--- src/rtl/opb_master_arbiter_pkg.sv ---
// Shared types and helpers for the OPB master arbiter and its round-robin picker.
// Imported by the interface, the picker and the top.
package opb_arb_pkg;

  typedef enum logic [1:0] {
    ST_IDLE  = 2'd0,
    ST_GRANT = 2'd1,
    ST_XFER  = 2'd2
  } arb_state_e;

  localparam int DEFAULT_TIMEOUT_CYCLES = 16;

  // Index width for a value range of 0..value-1, never less than one bit.
  function automatic int clog2(input int value);
    int width;
    width = 1;
    while ((32'sd1 <<< width) < value) begin
      width = width + 1;
    end
    return width;
  endfunction

endpackage

--- src/rtl/opb_master_arbiter_if.sv ---
// Request/select/lock/ack bundle between OPB masters and the master arbiter.
// The arbiter connects through the slave modport.
interface opb_master_arbiter_if #(
  parameter int N_MASTERS = 4
);
  import opb_arb_pkg::*;

  localparam int OW = clog2(N_MASTERS);

  logic [0:N_MASTERS-1] M_request;
  logic [0:N_MASTERS-1] M_select;
  logic [0:N_MASTERS-1] M_busLock;
  logic                 OPB_xferAck;
  logic                 OPB_errAck;
  logic                 OPB_retry;
  logic [0:N_MASTERS-1] OPB_MGrant;
  logic                 OPB_timeout;
  logic                 arb_busy;
  logic [OW-1:0]        arb_owner;

  modport master (
    output M_request, M_select, M_busLock, OPB_xferAck, OPB_errAck, OPB_retry,
    input  OPB_MGrant, OPB_timeout, arb_busy, arb_owner
  );

  modport slave (
    input  M_request, M_select, M_busLock, OPB_xferAck, OPB_errAck, OPB_retry,
    output OPB_MGrant, OPB_timeout, arb_busy, arb_owner
  );

endinterface

--- src/rtl/opb_master_arbiter_rr_picker.sv ---
// Combinational round-robin picker: first set request at or above ptr, with wrap.
// Generic so other bus bridges can reuse it.
module opb_rr_picker
  import opb_arb_pkg::*;
#(
  parameter int N_REQ = 4,
  localparam int IW = clog2(N_REQ)
) (
  input  logic [0:N_REQ-1] req,
  input  logic [IW-1:0]    ptr,
  output logic             valid,
  output logic [IW-1:0]    idx
);

  // Scan offsets from far to near so the nearest requester after ptr is kept last.
  always_comb begin : scan
    int          sum_s;
    logic [IW-1:0] pos_s;
    valid = 1'b0;
    idx   = '0;
    sum_s = 0;
    pos_s = '0;
    for (int off = N_REQ - 1; off >= 0; off--) begin
      sum_s = (int'(ptr) + off) % N_REQ;
      pos_s = IW'(sum_s);
      idx   = req[pos_s] ? pos_s : idx;
      valid = valid | req[pos_s];
    end
  end

endmodule

--- src/rtl/opb_master_arbiter.sv ---
// OPB master arbiter: round-robin grant, bus-lock re-grant and slave-timeout watchdog.
// All outputs are registered; reset is synchronous and active high.
module opb_master_arbiter
  import opb_arb_pkg::*;
#(
  parameter int N_MASTERS      = 4,
  parameter int TIMEOUT_CYCLES = DEFAULT_TIMEOUT_CYCLES
) (
  input logic                 OPB_Clk,
  input logic                 OPB_Rst,
  opb_master_arbiter_if.slave bus
);

  localparam int OW = clog2(N_MASTERS);
  localparam int CW = clog2(TIMEOUT_CYCLES);
  localparam logic [CW-1:0] WDOG_LAST = CW'(TIMEOUT_CYCLES - 2);
  localparam logic [OW-1:0] OWNER_MAX = OW'(N_MASTERS - 1);

  arb_state_e           state_r, state_nxt_s;
  logic [0:N_MASTERS-1] grant_r, grant_nxt_s;
  logic                 timeout_r, timeout_nxt_s;
  logic                 busy_r;
  logic [OW-1:0]        owner_r, owner_nxt_s;
  logic [OW-1:0]        rr_ptr_r, rr_ptr_nxt_s;
  logic [OW-1:0]        owner_inc_s, pick_idx_s;
  logic [CW-1:0]        wdog_r, wdog_nxt_s;
  logic                 pick_valid_s, owner_sel_s, owner_keep_s, any_ack_s;

  opb_rr_picker #(.N_REQ(N_MASTERS)) u_picker (
    .req   (bus.M_request),
    .ptr   (rr_ptr_r),
    .valid (pick_valid_s),
    .idx   (pick_idx_s)
  );

  assign owner_sel_s  = bus.M_select[owner_r];
  assign owner_keep_s = bus.M_busLock[owner_r] & bus.M_request[owner_r];
  assign any_ack_s    = bus.OPB_xferAck | bus.OPB_errAck | bus.OPB_retry;
  assign owner_inc_s  = (owner_r == OWNER_MAX) ? '0 : owner_r + OW'(1);

  // State and registered outputs; busy follows the state being entered.
  always_ff @(posedge OPB_Clk) begin
    if (OPB_Rst) begin
      state_r   <= ST_IDLE;
      grant_r   <= '0;
      timeout_r <= 1'b0;
      busy_r    <= 1'b0;
      owner_r   <= '0;
      rr_ptr_r  <= '0;
      wdog_r    <= '0;
    end else begin
      state_r   <= state_nxt_s;
      grant_r   <= grant_nxt_s;
      timeout_r <= timeout_nxt_s;
      busy_r    <= (state_nxt_s != ST_IDLE);
      owner_r   <= owner_nxt_s;
      rr_ptr_r  <= rr_ptr_nxt_s;
      wdog_r    <= wdog_nxt_s;
    end
  end

  // Next state: only the owner's select and lock influence GRANT/XFER.
  always_comb begin
    state_nxt_s = ST_IDLE;
    case (state_r)
      ST_IDLE: begin
        if (pick_valid_s) state_nxt_s = ST_GRANT;
        else              state_nxt_s = ST_IDLE;
      end
      ST_GRANT: begin
        if (owner_sel_s) state_nxt_s = ST_XFER;
        else             state_nxt_s = ST_IDLE;
      end
      ST_XFER: begin
        if (owner_sel_s)       state_nxt_s = ST_XFER;
        else if (owner_keep_s) state_nxt_s = ST_GRANT;
        else                   state_nxt_s = ST_IDLE;
      end
      default: state_nxt_s = ST_IDLE;
    endcase
  end

  // Next output values. The watchdog fires one edge early so the pulse lands
  // in the last quiet cycle, letting an ack in the preceding cycle cancel it.
  always_comb begin
    grant_nxt_s   = '0;
    timeout_nxt_s = 1'b0;
    owner_nxt_s   = owner_r;
    rr_ptr_nxt_s  = rr_ptr_r;
    wdog_nxt_s    = '0;
    case (state_r)
      ST_IDLE: begin
        if (pick_valid_s) begin
          owner_nxt_s             = pick_idx_s;
          grant_nxt_s[pick_idx_s] = 1'b1;
        end else begin
          owner_nxt_s = owner_r;
        end
      end
      ST_GRANT: begin
        if (owner_sel_s) rr_ptr_nxt_s = rr_ptr_r;
        else             rr_ptr_nxt_s = owner_inc_s;
      end
      ST_XFER: begin
        if (any_ack_s) begin
          wdog_nxt_s = '0;
        end else if (wdog_r == WDOG_LAST) begin
          timeout_nxt_s = 1'b1;
          wdog_nxt_s    = '0;
        end else begin
          wdog_nxt_s = wdog_r + CW'(1);
        end
        if (owner_sel_s) begin
          rr_ptr_nxt_s = rr_ptr_r;
        end else if (owner_keep_s) begin
          grant_nxt_s[owner_r] = 1'b1;
          wdog_nxt_s           = '0;
        end else begin
          rr_ptr_nxt_s = owner_inc_s;
          wdog_nxt_s   = '0;
        end
      end
      default: begin
        grant_nxt_s = '0;
      end
    endcase
  end

  assign bus.OPB_MGrant  = grant_r;
  assign bus.OPB_timeout = timeout_r;
  assign bus.arb_busy    = busy_r;
  assign bus.arb_owner   = owner_r;

endmodule

--- src/flat_wrapper.sv ---
// flat-port wrapper written by rule: the top's interface ports become plain ports
module opb_master_arbiter_flat import opb_arb_pkg::*;
#(
  parameter int N_MASTERS      = 4,
  parameter int TIMEOUT_CYCLES = DEFAULT_TIMEOUT_CYCLES
)
  (OPB_Clk, OPB_Rst, bus_M_request, bus_M_select, bus_M_busLock, bus_OPB_xferAck, bus_OPB_errAck, bus_OPB_retry, bus_OPB_MGrant, bus_OPB_timeout, bus_arb_busy, bus_arb_owner);
  opb_master_arbiter_if #(.N_MASTERS(N_MASTERS)) bus_i ();
  input logic OPB_Clk;
  input logic OPB_Rst;
  input wire logic [$bits(bus_i.M_request)-1:0] bus_M_request;
  input wire logic [$bits(bus_i.M_select)-1:0] bus_M_select;
  input wire logic [$bits(bus_i.M_busLock)-1:0] bus_M_busLock;
  input wire logic [$bits(bus_i.OPB_xferAck)-1:0] bus_OPB_xferAck;
  input wire logic [$bits(bus_i.OPB_errAck)-1:0] bus_OPB_errAck;
  input wire logic [$bits(bus_i.OPB_retry)-1:0] bus_OPB_retry;
  output wire logic [$bits(bus_i.OPB_MGrant)-1:0] bus_OPB_MGrant;
  output wire logic [$bits(bus_i.OPB_timeout)-1:0] bus_OPB_timeout;
  output wire logic [$bits(bus_i.arb_busy)-1:0] bus_arb_busy;
  output wire logic [$bits(bus_i.arb_owner)-1:0] bus_arb_owner;
  assign bus_i.M_request = bus_M_request;
  assign bus_i.M_select = bus_M_select;
  assign bus_i.M_busLock = bus_M_busLock;
  assign bus_i.OPB_xferAck = bus_OPB_xferAck;
  assign bus_i.OPB_errAck = bus_OPB_errAck;
  assign bus_i.OPB_retry = bus_OPB_retry;
  assign bus_OPB_MGrant = bus_i.OPB_MGrant;
  assign bus_OPB_timeout = bus_i.OPB_timeout;
  assign bus_arb_busy = bus_i.arb_busy;
  assign bus_arb_owner = bus_i.arb_owner;
  opb_master_arbiter #(.N_MASTERS(N_MASTERS), .TIMEOUT_CYCLES(TIMEOUT_CYCLES)) u_core (.OPB_Clk(OPB_Clk), .OPB_Rst(OPB_Rst), .bus(bus_i));
endmodule
--- config.mk ---
export PLATFORM = sky130hd
export DESIGN_NAME = opb_master_arbiter_flat
export DESIGN_NICKNAME = d
export VERILOG_FILES = /design/src/rtl/opb_master_arbiter_pkg.sv /design/src/rtl/opb_master_arbiter_if.sv /design/src/rtl/opb_master_arbiter_rr_picker.sv /design/src/rtl/opb_master_arbiter.sv /design/src/flat_wrapper.sv
export SDC_FILE = /design/constraint.sdc
export NUM_CORES = 1
export LEC_CHECK = 0
export CAP_MARGIN = 20
export CORE_ASPECT_RATIO = 0.9
export CORE_MARGIN = 2
export CORE_UTILIZATION = 36
export DETAILED_ROUTE_END_ITERATION = 8
export MAX_ROUTING_LAYER = met4
export PLACE_DENSITY = 0.66
export SETUP_SLACK_MARGIN = 0.05
export SLEW_MARGIN = 40
export SYNTH_ARGS = -nofsm -noshare
export SYNTH_HDL_FRONTEND = slang
export SYNTH_SLANG_ARGS = --single-unit
--- constraint.sdc ---
create_clock -name OPB_Clk -period 2.1 [get_ports OPB_Clk]
set_clock_uncertainty 0.2 [all_clocks]
set_input_delay 0.21 -clock OPB_Clk [delete_from_list [all_inputs] [get_ports OPB_Clk]]
set_output_delay 0.21 -clock OPB_Clk [all_outputs]
set_load 0.01 [all_outputs]
* Word-level counts from Yosys, hierarchy flattened
Index checks and enable logic that the tools add are counted.
Widths: inputs -> output; s select.
** Cells by class
- Add/subtract/negate cells :: 5
- Order comparisons :: 8
- Eq/ne operators :: 7
- Mux-type cells :: 44
- Bitwise logic cells :: 14
- Reduce and logical (&&, ||, !) cells :: 9
** Operators by type and width (number)
- $mux 2 :: 10
- $mux 1 :: 19
- $ge 3x3->1 const B :: 6
- $not 2->3 :: 6
- $bmux 1 s2 :: 7
- $mux 4 :: 3
- $pmux 4 s2 :: 1
- $lt 3x1->1 const B :: 2
- $ne 2x2->1 const B :: 3
- $pmux 2 s3 :: 1
- $or 1x1->1 :: 5
- $reduce_or 5->1 :: 1
- $add 2x1->2 const B :: 2
- $add 2x2->2 const B :: 2
- $add 4x1->4 const B :: 1
- $demux 1 s2 :: 2
- $eq 2x2->1 const B :: 2
- $eq 4x4->1 const B :: 1
- $pmux 2 s2 :: 1
- $reduce_and 4->1 :: 1
- $reduce_bool 2->1 :: 2
- $reduce_or 3->1 :: 1
- $eq 2x1->1 const B :: 1
- $logic_and 1x1->1 :: 2
- other kinds (4) :: 5
** Storage, ports and cells
- Flip-flop bits (word level) :: 16
- Input port bits :: 17
- Output and inout port bits :: 8
- Logic and storage cells :: 94

* Longest topological paths before layout
Gate-level depths: netlist (run 1).
- Word-level depth :: 16
- Gate-level depth with buffers :: 5
- Mapped depth without buffers :: 5

* By module
From an unflattened synthesis (run 1), not the netlist that was laid out.
** Unflattened totals
- Cells, all modules :: 97
- Area total of the unflattened synthesis :: 875.8 um^2
** Modules (own cells, without submodules)
- opb_master_arbiter :: instances 1, cells each 82, area each 794.5 um^2, seq. area each 320.3 um^2
- opb_rr_picker :: instances 1, cells each 15, area each 81.3 um^2, seq. area each 0.0 um^2

* Least setup slack after synthesis (run 1)
Ideal clock, no wire load.
- Path type :: flip-flop to flip-flop
- Start point :: register u_core.owner_r[1], in the netlist u_core.bus.arb_owner[1]
- End point :: register u_core.rr_ptr_r[0]
- Library setup time :: 0.123 ns
- Arrival :: 1.633 ns
- Required time :: 1.777 ns
- Path slack :: 0.144 ns
- Cell stages (with the launch flop) :: 5
- Period minus slack after synthesis :: 1.956 ns
- Path through :: dfxtp_1 inv_1 mux4_2 a211oi_2 mux2_1
** Between the ends
- Word-level cells in the longest chain between the ends :: 7
** RTL lines
- start: declaration :: RTL line opb_master_arbiter.sv:23 : logic [OW-1:0] owner_r, owner_nxt_s;
- start signal: assignment :: RTL line opb_master_arbiter.sv:56 : owner_r <= owner_nxt_s;
- $not 2->3 (not written as such) :: RTL line opb_master_arbiter.sv:36, opb_master_arbiter.sv:37
- $bmux 1 s2 :: RTL line opb_master_arbiter.sv:37 : assign owner_keep_s = bus.M_busLock[owner_r] & bus.M_request[owner_r];
- $mux 1 (not written as such) (2 in series) :: RTL line opb_master_arbiter.sv:37
- $and 1x1->1 :: RTL line opb_master_arbiter.sv:37
- $ne 2x2->1 (no source line)
- $reduce_and 4->1 (no source line)
- end signal: assignment :: RTL line opb_master_arbiter.sv:57 : rr_ptr_r <= rr_ptr_nxt_s;
- end: declaration :: RTL line opb_master_arbiter.sv:24 : logic [OW-1:0] rr_ptr_r, rr_ptr_nxt_s;
Parallel ways exist; a longest one is shown, timed or not. The select of a mux whose other input is x is not followed.
A chain may end at the register's enable or synchronous reset.

* Worst setup path after layout (run 1)
Same ends and word-level chain as after synthesis.

==> impl_metrics.yaml, run 1 <==
outcome:
  status: "complete, no violations"
global_route:
  global_route.usage.total_pct: 15.2
  grt_start_max_net_pins: 10
  antenna_found_initial: 0
  wire_length_of_the_first_global_routing_pass_mm: 3.23
  number_of_global_route_vias_before_repair: 727
  grt_overflow: 0
timing:
  slew_viol_final: 0
  unrepaired_setup_endpoints_after_global_routing: "no"
  finalSetupViolations: 0
  fin_hold_ws_ns: 0.287
  timing_worst_slew_pin_value_ns: 0.357
  timing.final.crit_share_pct: 92.1
  maxClockFrequency_mhz: 517
  worst_slew_margin_rel_pct: 76.0
  timing.final.crit_period_ns: 1.93
  timing.final.hold_violations: 0
floorplan:
  floorplan.rows: 16
  boundaryPins: 25
  die_wd_um: 55.5
  initial_core_util_pct: 38.7
  fp.dieArea_mm2: 0.00280
  die_y_um: 50.4
  standard_cell_core_area_mm2: 0.00222
cts:
  clk-insertion-delay-late_ns: 0.29
  cts_repair_resize_count: 0
  clock_tree.root_cell: "clkbuf_4"
  post_cts_buffers: 0
  cts-buffers-inserted: 3
  cts_max_level: 1
  post_cts_hold_buffer_count: 0
  cts-root-to-sink-buffers: 2
  tritoncts_clock_tree: "yes"
  clock-sinks: 16
  path_clk_slew_ns: 0.09
final_layout:
  ff_latch_area_um2: 320
  layout.cells.most_common_list: "24 x clkdlybuf4s50_1, 16 x dfxtp_1, 11 x buf_4"
  multi_input_area_um2: 526
  most_frequent_standard_cell_in_the_layout_excluding_fill_and_tap_cells: "clkdlybuf4s50_1"
  synthesis_to_layout_area_growth_pct: 43.6
  post_route_cells_drive_above_1_share_pct: 15.6
  final_area_mm2: 0.00124
  fin_nets: 147
  nFillCells: 202
  diodes: 0
power_and_ir_drop:
  total_power_w: 0.000717
  maximum_vdd_ir_drop_mv: 0.420
  power_density_mw_per_mm2: 580
  power.combinational.fraction_pct: 29.8
  power.share.clock_pct: 22.3
  power.leakage_nw: 0.483
  pwr-share-seq_pct: 47.9
  netSwitchingPower_w: 0.000197
  sw_frac_of_total_pct: 27.5
  p_int_w: 0.000520
run:
  cap_violations: 0
routing:
  num_vias: 759
  wl_met2_um: 910
  vias_per_cell: 5.09
  average_wire_per_standard_cell_um: 13.0
  detailroute.wirelength.met3_um: 97
  remaining_drc_errors: 0
  post_route_ant_nets: 0
  routed_metal_1_wirelength_um: 921
  detail_route.iter0.violations: 13
  drt_pre_antenna_iters: 4
  top_layer: "met4"
  totalWireLength_mm: 1.94
critical_path:
  reg2reg_slack_ns: 0.17
  r2r_cells: 4
  worst-endpoint-arrival_ns: 1.92
  crit_path_start_kind: "register"
  critical_path.max_fanout: 4
  worst_setup_path_end_kind: "register"
  critical_path_class: "register to register"
  critical_path_required_ns: 2.08
  rr_endpoint: "u_core.rr_ptr_r[0]$_SDFFE_PP0P_"
  r2r_start: "u_core.bus.arb_owner[1]$_SDFFE_PP0N_"
synth:
  netlist_area_um2: 861
  synthFlopType: "dfxtp_1"
  synth.ff_latch_count: 16
  seq_area_frac_synth_pct: 37.2
  synth.avg_cell_area_um2: 10.1
  yosys.cell_types.count: 38
  synth_fp_nets: 108
  post_synth_inst_count: 85
  synth.yosys.warnings: 0
  synth_enable_flop_cells: 0
  ys_async_sr_fraction_pct: 0
placed_design:
  gp_routability_congestion: 0.740
  io_buffer_count: 24
  dp_hpwl_mm: 1.53
  total_placed_instance_area_mm2: 0.00121
worst_hold_path:
  whs_path_depth: 1
  hold_startpoint: "u_core.wdog_r[0]$_SDFF_PP0_"
  min_path_type: "register to register"
  whs_endpoint: "u_core.wdog_r[0]$_SDFF_PP0_"
==> power by group through the flow <==
| stage | combinational, W | sequential (W) | clock [W] |
|---|---|---|---|
| final | 0.000214 | 0.000343 | 0.000160 |
| after global routing | 0.000234 | 0.000347 | 0.000180 |
| after CTS | 0.000215 | 0.000344 | 0.000166 |
| after detailed placement | 0.000213 | 0.000350 | 0 |
| after global placement | 0.000212 | 0.000350 | 0 |
| after floorplan | 0.0000996 | 0.000355 | 0 |
==> sequential cells by signal, summed over array words and instances (netlist names) <==
| signal | cells |
|---|---|
| u_core.bus.OPB_MGrant | 4 |
| u_core.state_r | 2 |
| u_core.bus.arb_busy | 1 |
| u_core.bus.OPB_timeout | 1 |
| u_core.bus.arb_owner | 2 |
| u_core.rr_ptr_r | 2 |
| u_core.wdog_r | 4 |
==> routing by layer <==
layer  track usage [%]  vias up
met3              5.67        2
met4              2.44        0
met1              18.4      353
met2              25.0       15
li1                  -      389
met5                 -        -
==> metrics by stage <==
stage / instances / util, % / setup WS (ns) / TNS [ns]
4_1_cts: 149 / 55.6 / 0.140 / 0
5_1_grt: 149 / 55.6 / 0.0840 / 0
6_report: 149 / 55.6 / 0.166 / 0
2_1_floorplan: 85 / - / 0.144 / 0
3_5_place_dp: 146 / 54.6 / -0.107 / -0.163
3_3_place_gp: 146 / 54.6 / -0.0827 / -0.119
==> synth_stat cells (2+ instances only) <==
cell type / instances / share of area, %
dfxtp_1: 16 / 37
nand2b_1: 3 / 2.2
nor2_1: 9 / 3.9
ha_1: 6 / 8.7
nand3_1: 3 / 1.7
inv_1: 3 / 1.3
a32o_1: 4 / 4.7
and2_1: 4 / 2.9
xnor2_1: 2 / 2.0
mux4_2: 2 / 5.2
nor2b_1: 5 / 3.6
a211o_1: 2 / 2.0
==> how the worst max path moves through the flow <==
stage               cells past startpoint                               to                                 start
floorplan                               4  u_core.rr_ptr_r[0]$_SDFFE_PP0P_  u_core.bus.arb_owner[1]$_SDFFE_PP0N_
global placement                        5  u_core.rr_ptr_r[0]$_SDFFE_PP0P_                      bus_M_request[2]
global route                            4  u_core.rr_ptr_r[0]$_SDFFE_PP0P_  u_core.bus.arb_owner[1]$_SDFFE_PP0N_
finish                                  4  u_core.rr_ptr_r[0]$_SDFFE_PP0P_  u_core.bus.arb_owner[1]$_SDFFE_PP0N_
CTS                                     4  u_core.rr_ptr_r[0]$_SDFFE_PP0P_  u_core.bus.arb_owner[1]$_SDFFE_PP0N_
detailed placement                      5  u_core.rr_ptr_r[0]$_SDFFE_PP0P_                      bus_M_request[3]
==> layout make-up <==
| cell class | count | area share [%] |
|---|---|---|
| clock buffer | 3 | 1.82 |
| inverter | 3 | 0.911 |
| multi-input combinational | 65 | 42.5 |
| sequential | 16 | 25.9 |
| tap | 27 | 2.73 |
| timing repair buffer | 35 | 26.1 |
==> cell families (layout without fill, tap and decap cells) <==
kind of cell,count (synthesis),in the layout,synth area share [%]
buffers and inverters,4,41,1.74
adders and majority gates,6,6,8.72
DFF,16,16,37.2
AOI/OAI and AO/OA,17,17,17.4
xor gates and xnor gates,3,3,3.05
muxes,4,4,7.70
and+or+nand+nor,35,35,24.1
==> critical path, cell delays in order, from the launching register on <==
cell      delay, ns
dfxtp_1        0.32
inv_1          0.14
mux4_2         0.56
a211oi_2       0.27
mux2_1         0.34
Note: power is estimated with default switching activity, not from simulation.
==> run 2, diff against run 1 <==
- HOLD_SLACK_MARGIN: default -> 0.05
==> results of run 2 <==
No change in the layout: final DEF, timing and power equal those of run 1.
==> run 3, diff against run 2 <==
- CORE_MARGIN: 2 -> default
==> impl_metrics.yaml, run 3 (same netlist as run 1, synthesis figures left out) <==
floorplan:
  boundaryPins: 25
  fp.dieArea_mm2: 0.00259
  die_wd_um: 53.5
  initial_core_util_pct: 38.7
  floorplan.rows: 16
  standard_cell_core_area_mm2: 0.00222
  die_y_um: 48.4
cts:
  clock_tree.root_cell: "clkbuf_4"
  clock-sinks: 16
  cts_max_level: 1
  tritoncts_clock_tree: "yes"
  cts-buffers-inserted: 3
  post_cts_buffers: 0
  cts_repair_resize_count: 0
  post_cts_hold_buffer_count: 0
  clk-insertion-delay-late_ns: 0.29
  cts-root-to-sink-buffers: 2
  path_clk_slew_ns: 0.10
placed_design:
  io_buffer_count: 24
  dp_hpwl_mm: 1.66
  total_placed_instance_area_mm2: 0.00121
  numPlacedInstances: 146
  gp_routability_congestion: 0.742
global_route:
  grt_start_max_net_pins: 10
  wire_length_of_the_first_global_routing_pass_mm: 3.18
  number_of_global_route_vias_before_repair: 714
  antenna_found_initial: 0
  global_route.usage.total_pct: 18.0
  grt_overflow: 0
critical_path:
  worst-endpoint-arrival_ns: 1.95
  crit_path_start_kind: "register"
  r2r_cells: 3
  endpoint: "u_core.rr_ptr_r[0]$_SDFFE_PP0P_"
  critical_path_required_ns: 2.09
  setup.worst_path.start: "u_core.bus.arb_owner[0]$_SDFFE_PP0N_"
  r2r_start: "u_core.bus.arb_owner[0]$_SDFFE_PP0N_"
  critical_path.max_fanout: 7
  worst_setup_path_end_kind: "register"
  critical_path_class: "register to register"
  reg2reg_slack_ns: 0.14
  rr_endpoint: "u_core.rr_ptr_r[0]$_SDFFE_PP0P_"
final_layout:
  final_core_utilization_pct: 56.3
  post_route_cells_drive_above_1_share_pct: 16.3
  layout.cells.most_common_list: "24 x clkdlybuf4s50_1, 16 x dfxtp_1, 11 x buf_4"
  diodes: 0
  final_area_mm2: 0.00125
  synthesis_to_layout_area_growth_pct: 45.2
  final_cells: 150
  fin_nets: 147
  most_frequent_standard_cell_in_the_layout_excluding_fill_and_tap_cells: "clkdlybuf4s50_1"
routing:
  average_wire_per_standard_cell_um: 13.8
  num_vias: 774
  detail_route.iter0.violations: 14
  post_route_ant_nets: 0
  remaining_drc_errors: 0
  drt_pre_antenna_iters: 6
  totalWireLength_mm: 2.07
  vias_per_cell: 5.16
timing:
  finalSetupViolations: 0
  timing_worst_slew_pin_value_ns: 0.398
  unrepaired_setup_endpoints_after_global_routing: "no"
  worst_slew_margin_rel_pct: 73.1
  timing.final.crit_share_pct: 93.5
  slew_viol_final: 0
  timing.final.hold_violations: 0
  tns_ns: 0
  timing.final.crit_period_ns: 1.96
  maxClockFrequency_mhz: 509
power_and_ir_drop:
  power_density_mw_per_mm2: 613
  total_power_w: 0.000767
  maximum_vdd_ir_drop_mv: 0.461
  power.leakage_nw: 0.490
worst_hold_path:
  min_path_type: "register to register"
outcome:
  status: "complete, no violations"
run:
  cap_violations: 0
==> run 3: cell types whose count changed in the layout (fill, tap and decap cells not counted) <==
| cell | change |
|---|---|
| clkbuf_8 | +1 |
==> run 3: power by group <==
| part | switching (W) | internal, W |
|---|---|---|
| clock network | 0.000100 | 0.000106 |
| registers | 0.0000202 | 0.000325 |
| logic | 0.0000871 | 0.000128 |
| total | 0.000207 | 0.000559 |
==> run 3: how the worst min path moves through the flow <==
stage	to	cells past startpoint	from	slack, ns
floorplan	u_core.wdog_r[0]$_SDFF_PP0_	1	u_core.wdog_r[0]$_SDFF_PP0_	0.23
global placement	u_core.wdog_r[0]$_SDFF_PP0_	1	u_core.wdog_r[0]$_SDFF_PP0_	0.24
detailed placement	u_core.wdog_r[0]$_SDFF_PP0_	1	u_core.wdog_r[0]$_SDFF_PP0_	0.26
CTS	u_core.wdog_r[0]$_SDFF_PP0_	1	u_core.wdog_r[0]$_SDFF_PP0_	0.28
global route	u_core.wdog_r[0]$_SDFF_PP0_	1	u_core.wdog_r[0]$_SDFF_PP0_	0.32
finish	u_core.wdog_r[0]$_SDFF_PP0_	1	u_core.wdog_r[0]$_SDFF_PP0_	0.27
==> run 3: routing by layer <==
| layer | wire, um | vias up | global-route usage [%] |
|---|---|---|---|
| met4 | 0 | 0 | 5.26 |
| li1 | - | 387 | - |
| met1 | 967 | 368 | 21.6 |
| met5 | 0 | - | - |
| met2 | 1030 | 19 | 28.3 |
| met3 | 73 | 0 | 5.66 |
==> run 3: through the flow <==
step | worst slack, ns | hold slack, ns
final | 0.136 | 0.270
after global routing | 0.0502 | 0.315
after CTS | 0.133 | 0.280
after detailed placement | -0.146 | 0.257
after global placement | -0.0782 | 0.245
after floorplan | 0.144 | 0.230
==> run 3: final cells by class <==
type | instances | area (um^2)
fill | 206 | 972
clock buffer | 4 | 36.3
timing repair buffer | 35 | 323
inverter | 3 | 11.3
tap | 27 | 33.8
sequential | 16 | 320
multi-input combinational | 65 | 526
==> run 3: worst max-delay path, cell delays in order, from the launching register on <==
cell and delay, ns:
dfxtp_1 0.49, mux4_2 0.62, a211oi_2 0.22, mux2_1 0.34
==> patch 1 (flow settings as in run 1) <==
Change the package constant `DEFAULT_TIMEOUT_CYCLES` from 16 to 18.
--- a/src/rtl/opb_master_arbiter_pkg.sv
+++ b/src/rtl/opb_master_arbiter_pkg.sv
@@ -9,5 +9,5 @@
   } arb_state_e;
 
-  localparam int DEFAULT_TIMEOUT_CYCLES = 16;
+  localparam int DEFAULT_TIMEOUT_CYCLES = 18;
 
   // Index width for a value range of 0..value-1, never less than one bit.
Function: same outputs for any inputs over 10 cycles, from zero or initial values and one cycle with OPB_Rst high; that may be too few to reach the edited logic, so the function may still have changed.
==> patch 1 against run 1 <==
  * Sequential cell count is 1 higher
  * Synthesized area is 7.4% higher
  * Highest routed layer unchanged
  * Setup slack worse by 0.0024 ns
  * Clock power is 7% higher
  * Total power is 1.5% lower
  * Count of clock-buffer cells in the layout is 1 higher
  * Utilization is 4.7 points lower
  * Design area is 0.71% higher
  * Combinational power is 17% lower
  * Routed wire length is 0.41% lower
  * Sequential share of layout area is 1.4 points higher
==> patch 1: results (changes against run 1) <==
grt_usage_pct: 15.00  # -0.25 points
max_slew_margin_pct: 63.01  # -13 points
fillers: 223  # +10%
wl_per_cell_um: 12.20  # -6.1%
finalCriticalPeriod_ns: 1.936  # +0.002353 ns
post-place-ws_ns: 0.03572  # +0.1428 ns
gp_congestion: 0.7933  # +7.2%
finalNonFillerCells: 158  # +6.0%
grt_pass1_wl_um: 3312  # +2.6%
hold_end: "u_core.wdog_r[0]"
dpl_cell_area_mm2: 0.001219  # +0.41%
syn-num-nets: 122  # +13%
grt_pass1_vias: 782  # +7.6%
cts_setup_buffers: 0  # unchanged
outcome: "complete, no violations"
final_net_count: 154  # +4.8%
avgSynthCellArea_um2: 9.340  # -7.8%
worst_hold_slack_ns: 0.2684  # -0.01820 ns
initialDrtViolationCount: 16  # +3
dp_hpwl_um: 1575  # +3.0%
synth_seq_area_share_pct: 36.81  # -0.40 points
slowest_delay_ns: 0.63  # +0.07 ns
synth_commonest_cells: "dfxtp_1 (17), nor2_1 (10), inv_1 (8), ha_1 (6)"
routed_via_density: 5.190  # +1.9%
synth.distinct_cells: 36  # -5.3%
critical_path.startpoint: "u_core.bus.arb_owner[0]"
p_leak_nw: 0.4687  # -3.0%
layout-drive-gt1-share_pct: 10.00  # -5.6 points
grt_max_degree: 11  # +1
r2r_cells: 3  # -1
synth_top_cells_by_area: "dfxtp_1 (37%), ha_1 (8.1%), nor2_1 (4.1%)"
-- patch 1: power breakdown --
part	leakage, nW	switching [W]	total (W)	internal [W]
Clock	0.0150	0.0000981	0.000172	0.0000738
Combinational	0.315	0.0000801	0.000178	0.0000983
Sequential	0.138	0.0000160	0.000356	0.000340
-- patch 1: cells by family after synthesis --
family | synth area share (%)
muxes | 6.224
xor gates and xnor gates | 2.842
adders and majority gates | 8.119
and+or+nand+nor | 27.60
buffers and inverters | 4.466
DFF | 36.81
AOI/OAI and AO/OA | 13.94
-- patch 1: metal layers --
layer  up-vias  track usage (%)  share of wire [%]
met5         -                -                  0
met4         0            3.488               0.52
met3         2            5.224                5.1
met2        20            25.57                 51
met1       378            17.00                 43
li1        420                -                  -
-- patch 1: area by class of cell --
type                    instances  area [um2]  area share (%)
inverters                       8       30.03           2.412
multi-input cells              73       543.0           43.62
well taps                      28       35.03           2.814
flip-flops and latches         17       340.3           27.34
clock buffers                   4       26.28           2.111
repair buffers                 28       270.3           21.71
==> patch 2 (config.mk and constraints of run 1) <==
Without the edit above. Encoding of `arb_state_e`: now one-hot (3 bits for 3 states).
--- a/src/rtl/opb_master_arbiter_pkg.sv
+++ b/src/rtl/opb_master_arbiter_pkg.sv
@@ -3,8 +3,8 @@
 package opb_arb_pkg;
 
-  typedef enum logic [1:0] {
-    ST_IDLE  = 2'd0,
-    ST_GRANT = 2'd1,
-    ST_XFER  = 2'd2
+  typedef enum logic [2:0] {
+    ST_IDLE  = 3'b001,
+    ST_GRANT = 3'b010,
+    ST_XFER  = 3'b100
   } arb_state_e;
 
Behaviour: same outputs for any inputs over 10 cycles, from zero or initial values and one cycle with OPB_Rst high; not proved beyond that.
==> patch 2 against run 1 <==
  * Setup slack got worse by 0.063 ns
  * Sequential share of layout area increased by 0.29 points
  * Die area rose by 8.0%
  * Routed wire length grew 8.6%
  * Sequential cell count rose by 1
  * First-iteration DRC count increased by 130%
  * Design area up 5.5%
  * Total power up 4.5%
  * Synthesized area is 8.7% higher
  * Critical endpoint unchanged
  * Largest power group unchanged
  * Highest routed layer unchanged
==> patch 2: results (changes against run 1) <==
outcome: "complete, no violations"
clock_latency_ns: 0.28
synth_commonest_cells: "dfxtp_1 (17), nand2_1 (9), nor2_1 (9), ha_1 (6), inv_1 (6)"
antenna_found_initial: 0  # unchanged
dpl_cell_area_mm2: 0.001272  # +4.8%
synth_top_cells_by_area: "dfxtp_1 (36%), ha_1 (8.0%), mux4_2 (4.8%)"
p_leak_nw: 0.4751  # -1.7%
grt_pass1_vias: 810  # +11%
synth.distinct_cells: 32  # -16%
synth-adder-area-share_pct: 8.021  # -0.70 points
crit_arrival_ns: 1.97  # +0.05 ns
max_slew_margin_pct: 58.34  # -18 points
fillers: 221  # +9.4%
routed_via_density: 5.394  # +5.9%
syn-num-nets: 126  # +17%
synthMuxAreaShare_pct: 8.556  # +0.85 points
dp_cells: 161  # +10%
gp_congestion: 0.8842  # +19%
synth_xor_xnor_area_share_pct: 3.743  # +0.69 points
synth-compound-area-share_pct: 15.37  # -2.1 points
initialDrtViolationCount: 30  # +17
grt_pass1_wl_um: 3539  # +9.6%
layout-drive-gt1-share_pct: 15.33  # -0.25 points
ir_worst_vdd_mv: 0.3665  # -13%
wl_um: 2102  # +8.6%
dp_hpwl_um: 1730  # +13%
grt_usage_pct: 16.16  # +0.91 points
[patch 2: cell types whose count changed in the layout (fill, tap and decap cells not counted), moves of 3 or more]
| cell | run 1 | this run |
|---|---|---|
| a21oi_1 | 0 | 5 |
| nand2_1 | 0 | 9 |
| a32o_1 | 4 | 0 |
| nand4_1 | 0 | 3 |
| o21a_1 | 0 | 3 |
| nor2b_1 | 5 | 1 |
| nor4_1 | 1 | 4 |
[patch 2: metal layers]
metal | track usage (%) | vias to the layer above | routed length (um)
li1 | - | 445 | -
met1 | 21.47 | 409 | 1006
met2 | 24.62 | 34 | 938
met3 | 4.444 | 2 | 146
met4 | 3.488 | 0 | 10
met5 | - | - | 0
[patch 2: power by group]
group / total (W) / leakage [nW] / internal (W) / switching (W)
clock network: 0.000164 / 0.0150 / 0.0000737 / 0.0000905
registers: 0.000367 / 0.139 / 0.000342 / 0.0000250
logic: 0.000218 / 0.321 / 0.000118 / 0.0000998
[patch 2: repair_timing]
action                     4_1_cts  5_1_grt
gates cloned                     0        0
gates resized for setup          2        0
pin swaps                        1        1
setup endpoints to repair        4        2
[patch 2: logic make-up (layout without fill, tap and decap cells)]
logic type,Yosys count,after routing
simple gates,43,43
mux,5,5
buf+inv,10,44
flops,17,17
xor+xnor,4,4
compound gates,18,18
fa+ha+maj,6,6
[patch 2: path summary, 6_finish.rpt]
check                                              from                  to  slack (ns)  depth (start not counted)
worst max-delay path                   bus_M_request[0]  u_core.rr_ptr_r[0]        0.10                          5
worst min-delay path                   u_core.wdog_r[0]    u_core.wdog_r[0]        0.28                          1
worst max register to register  u_core.bus.arb_owner[0]  u_core.rr_ptr_r[0]        0.16                          3
worst min register to register         u_core.wdog_r[0]    u_core.wdog_r[0]        0.28                          1
[patch 2: critical path: stages]
cell and delay (ns):
clkdlybuf4s50_1 0.41, and2_0 0.16, mux4_2 0.51, a2111oi_4 0.36
mux2_4 0.33
[patch 2: layout make-up]
cell class	instances	area (um2)	area share, %
inverters	6	22.52	1.727
clock buffers	4	26.28	2.015
well taps	28	35.03	2.687
repair buffers	34	314.1	24.09
multi-input cells	76	564.3	43.28
flip-flops and latches	17	341.6	26.20
[patch 2: metrics by stage]
step	worst slack [ns]	util (%)	TNS, ns	power [W]
global placement	-0.2580	51.57	-1.116	0.0005834
finish	0.1027	52.84	0	0.0007494
global route	0.07383	52.84	0	0.0007978
CTS	0.05673	52.84	0	0.0007580
floorplan	0.07967	-	0	0.0004825
detailed placement	-0.2985	51.57	-1.464	0.0005878
